## config.mk

```make
export PLATFORM = sky130hd
export DESIGN_NAME = mem_stage_lsu_flat
export DESIGN_NICKNAME = d
export VERILOG_FILES = /design/src/rtl/mem_stage_lsu_if.sv /design/src/rtl/mem_stage_lsu.sv /design/src/flat_wrapper.sv
export SDC_FILE = /design/constraint.sdc
export NUM_CORES = 1
export LEC_CHECK = 0
export CAP_MARGIN = 20
export CORE_ASPECT_RATIO = 0.5
export CORE_MARGIN = 4
export CORE_UTILIZATION = 43
export CTS_BUF_LIST = sky130_fd_sc_hd__clkbuf_8
export CTS_CLUSTER_SIZE = 40
export DETAILED_ROUTE_END_ITERATION = 7
export PLACE_DENSITY_LB_ADDON = 0.05
export SYNTH_ARGS = -nofsm -noshare
export SYNTH_HDL_FRONTEND = slang
export SYNTH_SLANG_ARGS = --single-unit
```

## constraint.sdc

```tcl
create_clock -name clk -period 2.8 [get_ports clk]
set_clock_uncertainty 0.05 [all_clocks]
set_input_delay 0.56 -clock clk [delete_from_list [all_inputs] [get_ports clk]]
set_output_delay 0.56 -clock clk [all_outputs]
set_load 0.05 [all_outputs]
```

## src/rtl/mem_stage_lsu_if.sv

```systemverilog
// Data-memory request/acknowledge port between the MEM-stage LSU (master) and
// the data memory (slave). Request fields are held stable while req is high.
interface mem_stage_lsu_if #(
  parameter int XLEN       = 32,
  parameter int ADDR_WIDTH = 32
);
  logic                  req;
  logic                  we;
  logic [ADDR_WIDTH-1:0] addr;
  logic [XLEN/8-1:0]     be;
  logic [XLEN-1:0]       wdata;
  logic [XLEN-1:0]       rdata;
  logic                  ack;

  modport master (output req, we, addr, be, wdata, input rdata, ack);
  modport slave  (input req, we, addr, be, wdata, output rdata, ack);
endinterface

```

## src/rtl/mem_stage_lsu.sv

```systemverilog
// MEM pipeline stage: load/store unit with wait-state tolerant req/ack memory port,
// fault detection (misaligned, illegal, timeout) and the MEM/WB pipeline register.
module mem_stage_lsu #(
  parameter int XLEN       = 32,
  parameter int ADDR_WIDTH = 32,
  parameter int MAX_WAIT   = 16
) (
  input  logic             clk,
  input  logic             rst_n,
  input  logic             in_valid,
  input  logic             ctrl_mem_read,
  input  logic             ctrl_mem_write,
  input  logic             ctrl_reg_write,
  input  logic             ctrl_mem_to_reg,
  input  logic [2:0]       funct3,
  input  logic [XLEN-1:0]  alu_result,
  input  logic [XLEN-1:0]  rs2_data,
  input  logic [4:0]       rd,
  output logic             stall_o,
  mem_stage_lsu_if.master  dmem,
  output logic             wb_valid,
  output logic [4:0]       wb_rd,
  output logic             wb_reg_write,
  output logic             wb_mem_to_reg,
  output logic [XLEN-1:0]  wb_alu_result,
  output logic [XLEN-1:0]  wb_mem_data,
  output logic [1:0]       wb_fault
);
  localparam int NB   = XLEN / 8;
  localparam int OFFW = $clog2(NB);
  localparam int CW   = $clog2(MAX_WAIT + 1);

  typedef enum logic {IDLE, ACCESS} state_t;
  typedef enum logic [1:0] {
    FAULT_NONE = 2'b00, FAULT_MISALIGN = 2'b01, FAULT_TIMEOUT = 2'b10, FAULT_ILLEGAL = 2'b11
  } fault_t;

  typedef struct packed {
    logic            valid;
    logic [4:0]      rd;
    logic            reg_write;
    logic            mem_to_reg;
    logic [XLEN-1:0] alu;
    logic [XLEN-1:0] mem_data;
    fault_t          fault;
  } wb_t;

  state_t          state_q, state_d;
  logic [CW-1:0]   cnt_q, cnt_d;
  wb_t             wb_q, wb_d;
  logic            latch_req;

  // Request registers: the memory sees these, never the live EX/MEM inputs.
  logic            we_q, reg_write_q, mem_to_reg_q;
  logic [2:0]      funct3_q;
  logic [4:0]      rd_q;
  logic [XLEN-1:0] alu_q, wdata_q;
  logic [NB-1:0]   be_q;

  logic            mem_op, illegal, misaligned, legal_f3;
  logic [3:0]      size_bytes;
  logic [7:0]      size_mask;
  logic [OFFW-1:0] off_in, align_mask;
  logic [NB-1:0]   be_in;
  logic [XLEN-1:0] wdata_in, lane, load_ext;

  assign mem_op     = in_valid & (ctrl_mem_read | ctrl_mem_write);
  assign off_in     = alu_result[OFFW-1:0];
  assign size_bytes = 4'd1 << funct3[1:0];
  assign align_mask = OFFW'(size_bytes - 4'd1);
  assign misaligned = |(off_in & align_mask);

  // NOTE: every signal written in an always_comb gets a default first, so no path leaves it unassigned and no latch is inferred.
  always_comb begin
    legal_f3  = 1'b0;
    size_mask = 8'h01;
    wdata_in  = '0;
    if (ctrl_mem_read) begin
      unique case (funct3)
        3'b000, 3'b001, 3'b010, 3'b100, 3'b101: legal_f3 = 1'b1;
        3'b011, 3'b110:                         legal_f3 = (XLEN == 64);
        default:                                legal_f3 = 1'b0;
      endcase
    end else if (ctrl_mem_write) begin
      unique case (funct3)
        3'b000, 3'b001, 3'b010: legal_f3 = 1'b1;
        3'b011:                 legal_f3 = (XLEN == 64);
        default:                legal_f3 = 1'b0;
      endcase
    end
    unique case (funct3[1:0])
      2'b00:   size_mask = 8'h01;
      2'b01:   size_mask = 8'h03;
      2'b10:   size_mask = 8'h0F;
      default: size_mask = 8'hFF;
    endcase
    // Store data is the low byte/half/word of rs2 repeated across every lane.
    for (int i = 0; i < NB; i++)
      wdata_in[8*i +: 8] = rs2_data[8*(i % int'(size_bytes)) +: 8];
  end

  assign illegal = (ctrl_mem_read & ctrl_mem_write) | ~legal_f3;
  assign be_in   = NB'(size_mask) << off_in;

  assign lane = dmem.rdata >> {alu_q[OFFW-1:0], 3'b000};

  always_comb begin
    load_ext = lane;
    unique case (funct3_q)
      3'b000:  load_ext = XLEN'($signed(lane[7:0]));
      3'b001:  load_ext = XLEN'($signed(lane[15:0]));
      3'b010:  load_ext = XLEN'($signed(lane[31:0]));
      3'b100:  load_ext = XLEN'(lane[7:0]);
      3'b101:  load_ext = XLEN'(lane[15:0]);
      3'b110:  load_ext = XLEN'(lane[31:0]);
      default: load_ext = lane;
    endcase
  end

  always_comb begin
    state_d   = state_q;
    cnt_d     = cnt_q;
    latch_req = 1'b0;
    stall_o   = 1'b0;
    wb_d      = '0;
    unique case (state_q)
      IDLE: begin
        wb_d.valid      = in_valid;
        wb_d.rd         = rd;
        wb_d.reg_write  = ctrl_reg_write;
        wb_d.mem_to_reg = ctrl_mem_to_reg;
        wb_d.alu        = alu_result;
        if (mem_op) begin
          if (illegal || misaligned) begin
            wb_d.reg_write = 1'b0;
            wb_d.fault     = illegal ? FAULT_ILLEGAL : FAULT_MISALIGN;
          end else begin
            latch_req  = 1'b1;
            stall_o    = 1'b1;
            wb_d.valid = 1'b0;
            cnt_d      = '0;
            state_d    = ACCESS;
          end
        end
      end
      ACCESS: begin
        wb_d.rd         = rd_q;
        wb_d.mem_to_reg = mem_to_reg_q;
        wb_d.alu        = alu_q;
        if (dmem.ack) begin
          wb_d.valid     = 1'b1;
          wb_d.reg_write = reg_write_q & ~we_q;
          wb_d.mem_data  = we_q ? '0 : load_ext;
          cnt_d          = '0;
          state_d        = IDLE;
        end else if (cnt_q == CW'(MAX_WAIT - 1)) begin
          wb_d.valid = 1'b1;
          wb_d.fault = FAULT_TIMEOUT;
          cnt_d      = '0;
          state_d    = IDLE;
        end else begin
          stall_o = 1'b1;
          cnt_d   = cnt_q + CW'(1);
        end
      end
      default: state_d = IDLE;
    endcase
  end

  // NOTE: sequential state uses non-blocking assignments so every register samples pre-edge values.
  always_ff @(posedge clk or negedge rst_n) begin
    if (!rst_n) begin
      state_q      <= IDLE;
      cnt_q        <= '0;
      wb_q         <= '0;
      we_q         <= 1'b0;
      reg_write_q  <= 1'b0;
      mem_to_reg_q <= 1'b0;
      funct3_q     <= '0;
      rd_q         <= '0;
      alu_q        <= '0;
      wdata_q      <= '0;
      be_q         <= '0;
    end else begin
      state_q <= state_d;
      cnt_q   <= cnt_d;
      wb_q    <= wb_d;
      if (latch_req) begin
        we_q         <= ctrl_mem_write;
        reg_write_q  <= ctrl_reg_write;
        mem_to_reg_q <= ctrl_mem_to_reg;
        funct3_q     <= funct3;
        rd_q         <= rd;
        alu_q        <= alu_result;
        wdata_q      <= ctrl_mem_write ? wdata_in : '0;
        be_q         <= ctrl_mem_write ? be_in : '0;
      end
    end
  end

  assign dmem.req   = (state_q == ACCESS);
  assign dmem.we    = we_q;
  assign dmem.addr  = alu_q[ADDR_WIDTH-1:0];
  assign dmem.be    = be_q;
  assign dmem.wdata = wdata_q;

  assign wb_valid      = wb_q.valid;
  assign wb_rd         = wb_q.rd;
  assign wb_reg_write  = wb_q.reg_write;
  assign wb_mem_to_reg = wb_q.mem_to_reg;
  assign wb_alu_result = wb_q.alu;
  assign wb_mem_data   = wb_q.mem_data;
  assign wb_fault      = wb_q.fault;
endmodule

```

## src/flat_wrapper.sv

```systemverilog
// flat-port wrapper written by rule: the top's interface ports become plain ports
module mem_stage_lsu_flat 
#(
  parameter int XLEN       = 32,
  parameter int ADDR_WIDTH = 32,
  parameter int MAX_WAIT   = 16
)
  (clk, rst_n, in_valid, ctrl_mem_read, ctrl_mem_write, ctrl_reg_write, ctrl_mem_to_reg, funct3, alu_result, rs2_data, rd, stall_o, wb_valid, wb_rd, wb_reg_write, wb_mem_to_reg, wb_alu_result, wb_mem_data, wb_fault, dmem_req, dmem_we, dmem_addr, dmem_be, dmem_wdata, dmem_rdata, dmem_ack);
  mem_stage_lsu_if #(.XLEN(XLEN), .ADDR_WIDTH(ADDR_WIDTH)) dmem_i ();
  input  logic clk;
  input  logic rst_n;
  input  logic in_valid;
  input  logic ctrl_mem_read;
  input  logic ctrl_mem_write;
  input  logic ctrl_reg_write;
  input  logic ctrl_mem_to_reg;
  input  logic [2:0] funct3;
  input  logic [XLEN-1:0] alu_result;
  input  logic [XLEN-1:0] rs2_data;
  input  logic [4:0] rd;
  output logic stall_o;
  output logic wb_valid;
  output logic [4:0] wb_rd;
  output logic wb_reg_write;
  output logic wb_mem_to_reg;
  output logic [XLEN-1:0] wb_alu_result;
  output logic [XLEN-1:0] wb_mem_data;
  output logic [1:0] wb_fault;
  output wire logic [$bits(dmem_i.req)-1:0] dmem_req;
  output wire logic [$bits(dmem_i.we)-1:0] dmem_we;
  output wire logic [$bits(dmem_i.addr)-1:0] dmem_addr;
  output wire logic [$bits(dmem_i.be)-1:0] dmem_be;
  output wire logic [$bits(dmem_i.wdata)-1:0] dmem_wdata;
  input wire logic [$bits(dmem_i.rdata)-1:0] dmem_rdata;
  input wire logic [$bits(dmem_i.ack)-1:0] dmem_ack;
  assign dmem_req = dmem_i.req;
  assign dmem_we = dmem_i.we;
  assign dmem_addr = dmem_i.addr;
  assign dmem_be = dmem_i.be;
  assign dmem_wdata = dmem_i.wdata;
  assign dmem_i.rdata = dmem_rdata;
  assign dmem_i.ack = dmem_ack;
  mem_stage_lsu #(.XLEN(XLEN), .ADDR_WIDTH(ADDR_WIDTH), .MAX_WAIT(MAX_WAIT)) u_core (.clk(clk), .rst_n(rst_n), .in_valid(in_valid), .ctrl_mem_read(ctrl_mem_read), .ctrl_mem_write(ctrl_mem_write), .ctrl_reg_write(ctrl_reg_write), .ctrl_mem_to_reg(ctrl_mem_to_reg), .funct3(funct3), .alu_result(alu_result), .rs2_data(rs2_data), .rd(rd), .stall_o(stall_o), .dmem(dmem_i), .wb_valid(wb_valid), .wb_rd(wb_rd), .wb_reg_write(wb_reg_write), .wb_mem_to_reg(wb_mem_to_reg), .wb_alu_result(wb_alu_result), .wb_mem_data(wb_mem_data), .wb_fault(wb_fault));
endmodule
```

==> metrics.md <==
| Metric | Value |
|---|---|
| Setup CP Type | primary input to output pin |
| Setup Viol. Count Final | 0 |
| Tcrit/Tclk final | slightly below 100% |
| Setup Slack @ Placement | -0.387 ns |
| Multi-input gate area | ~3400 µm² |
| Syn_area_per_cell | ~12 µm² |
| Die ar. | roughly 20000 µm² |
| Post-synthesis sequential area ratio | a little over half |
| Status | finished, final reports clean |
| Peak supply drop | around 0.5 mV |
| Vias in the first global route | approximately 6300 |
| Final WL | about 21000 µm |
| Final Util | between 60% and 70% |
| Setup ws final | between 0.07 and 0.08 ns |
| Commonest non-fill, non-tap cells in the layout | clkdlybuf4s50_1 (250), dfrtp_1 (158), mux2_2 (80), nand2_1 (61), mux2i_1 (59) |
| Die H | roughly 100 µm |
| P_sw | roughly 3 mW |
| Met1 GRT Util | between 20% and 30% |
| Final ANT Viol Nets | 0 |
| Fraction of layout instances using a drive strength above 1 | 21.0% |
| First-pass GRT wire length | 34100 µm |
| Min Tclk post-route | around 2.7 ns |
| First-pass iteration count of the detailed router | 4 |
| Post-synth cell types | 50 |
| Placed cell areas | between 10000 and 15000 µm² |
| Most common cell after layout, fill and taps aside | clkdlybuf4s50_1 |
| Reg-to-reg endpoint | u_core.wb_mem_data[2] |
| Routability Congestion | 0.901 |
| Worst path arrival time | between 2 and 2.5 ns |
| Sink Count | 159 |
| Critical path endpoint category | output pin |
| Pint | ~4.5 mW |
| Hold Path End | u_core.dmem.wdata[20] |
| Routing usage on met2 | a little over a third |
| R2r setup slk | roughly 0.75 ns |
| EDFF count, synth | 0 |
| Seq cells post-synth | ~160 |
| Net Count, Synth | 772 |
| TritonCTS clock tree | built |
| Via Count | just over 6000 |
| Storage element area | 3980 µm² |
| Slew @ Worst Pin | between 0.6 and 0.7 ns |
| Largest net degree at the start of global routing | 53 |
| Sequential Power Share | 37.9% |
| Required time worst endpoint | approximately 2.2 ns |
| Leak | 4.82 nW |
| Worst hold stages | 2 |
| GRT busiest layer | met2 |
| Synth async-reset ratio | 100% |
| Worst hold margin | roughly 0.43 ns |
| Core Area | 16800 µm² |
| Clock buffers created by TritonCTS | 17 |
| Reg clk slew, reported paths | about 0.09 ns |
| Initial Utilization | ~45% |
| CTS Buffer Depth | 2 |
| Area growth, synth to finish | 47.9% |
| Boundary Pins | between 200 and 300 |
| Gate Count Post-Synth | 646 |
| Fill cells | 1350 |
| WL/cell | 18.2 µm |
| Final Hold Fails | 0 |
| Final Max Slew Viols | 0 |
| Clk_lat worst skew | about 0.45 ns |
| Grt ovf | 0 |
| Logic pwr share | roughly two fifths |
| # DRC | 0 |
| Hpwl dp | between 15000 and 20000 µm |
| HP Start | u_core.dmem.wdata[20] |
| Pwr Density | slightly below 700 nW/µm² |
| Antenna violations before repair | 0 |
| Switching share of power | 40.5% |
| Tot GR Track Use | a little over a fifth |
| Nets@finish | about 1100 |
| Row count | 33 |
| Worst min path class | flop to flop |
| First DRT Iteration DRCs | 223 |
| Startpoint Class | primary input |
| Peak Freq | between 0.3 and 0.4 GHz |
| Yosys warnings | 0 |
| R2R depth | 3 |
| ANT cells | 0 |
| MaxCap Viol Count | 0 |
| Die width | 195 µm |
| Clock Root Buffer | clkbuf_8 |
| Max H-tree Level | 4 |
| Final instance area | ~11000 µm² |
| Worst-path maximum fanout | 4 |
| RSZ-0062 raised after global routing | no |
| Port buffer count | ~260 |
| Vias per cell | a little over 5 |
| Clock power frac | a little over a fifth |
| Synthesized area | 7550 µm² |
| GRT met3 Usage | ~6.7% |
| Ys flop type | dfrtp_1 |
| Slew headroom | 56.1% |
| Worst reg2reg path startpoint | u_core.dmem.req |
Yosys cell counts, drive strengths merged, types with 3 or more instances:
cell	count	area share (%)
dfrtp	159	53
or2	3	0.25
a21oi	21	1.4
ha	14	2.3
inv	8	0.40
mux2i	60	8.0
mux2	80	12
o21a	8	0.80
nor2b	20	1.7
buf	16	1.0
o2111ai	7	0.81
nand2b	6	0.50
o21ai	32	2.5
nor3	3	0.20
nand2	63	3.1
nor2	24	1.2
clkbuf	25	1.2
a22o	18	2.1
or3	23	1.9
o31ai	11	1.1
a211oi	22	2.3
o211ai	3	0.30
nand3	3	0.27
repair_timing:
action | in CTS | in global routing
pin swaps | 2 | 0
resized for setup | 7 | 1
hold buffers | 1 | 0
endpoints found under the hold margin | 41 | 0
buffers inserted | 4 | 0
endpoints found under the setup margin | 1 | 1
worst max-delay path, stage by stage:
cell and delay, ns:
dlygate4sd2_1 0.26, inv_1 0.10, buf_4 0.15, ha_2 0.20
nor2b_2 0.16, o31ai_2 0.18, buf_4 0.16, nor2_4 0.04
nand2_4 0.08, nand2_8 0.06, buf_12 0.17
stage by stage:
step / setup TNS (ns) / instances / power [mW]
final: 0 / 1179 / 7.59
after global routing: 0 / 1179 / 7.98
after CTS: 0 / 1178 / 7.68
after detailed placement: -18.70 / 1141 / 6.06
after global placement: -14.01 / 1141 / 6.02
after floorplan: 0 / 646 / 4.86
cell families (layout without fill, tap and decap cells):
group	Yosys count	count (layout)	share of synthesized area (%)
xor+xnor	1	1	0.116
mux	140	140	19.9
flops	159	159	52.7
compound gates	132	132	12.5
simple gates	151	151	9.73
buf+inv	49	355	2.67
fa+ha+maj	14	14	2.32
worst max-delay path by stage:
stage	end	slack [ns]	start
final	stall_o	0.07	funct3[0]
after global routing	stall_o	0.003	funct3[0]
after CTS	stall_o	0.06	funct3[0]
after detailed placement	u_core.dmem.wdata[6]	-0.39	funct3[0]
after global placement	u_core.dmem.wdata[7]	-0.23	funct3[0]
after floorplan	u_core.dmem.wdata[7]	0.008	funct3[1]
area by class of cell:
type | count | area share [%]
Multi-Input combinational cell | 438 | 30.6
Sequential cell | 159 | 35.7
Inverter | 8 | 0.269
Clock inverter | 15 | 1.14
Tap cell | 227 | 2.54
Clock buffer | 17 | 2.10
Timing Repair Buffer | 315 | 27.7
power groups by stage:
stage,registers [mW],clock network [mW],logic (mW)
2_1_floorplan,3.97,0,0.892
3_3_place_gp,2.90,0,3.12
3_5_place_dp,2.92,0,3.15
4_1_cts,2.87,1.65,3.16
5_1_grt,2.93,1.74,3.31
6_report,2.87,1.58,3.13
per-layer routing:
layer | up-vias | wire (µm)
li1 | 2913 | -
met1 | 2919 | 10000
met2 | 196 | 9750
met3 | 12 | 1510
met4 | 0 | 159
met5 | - | 0
Note: power is estimated with default switching activity, not from simulation.
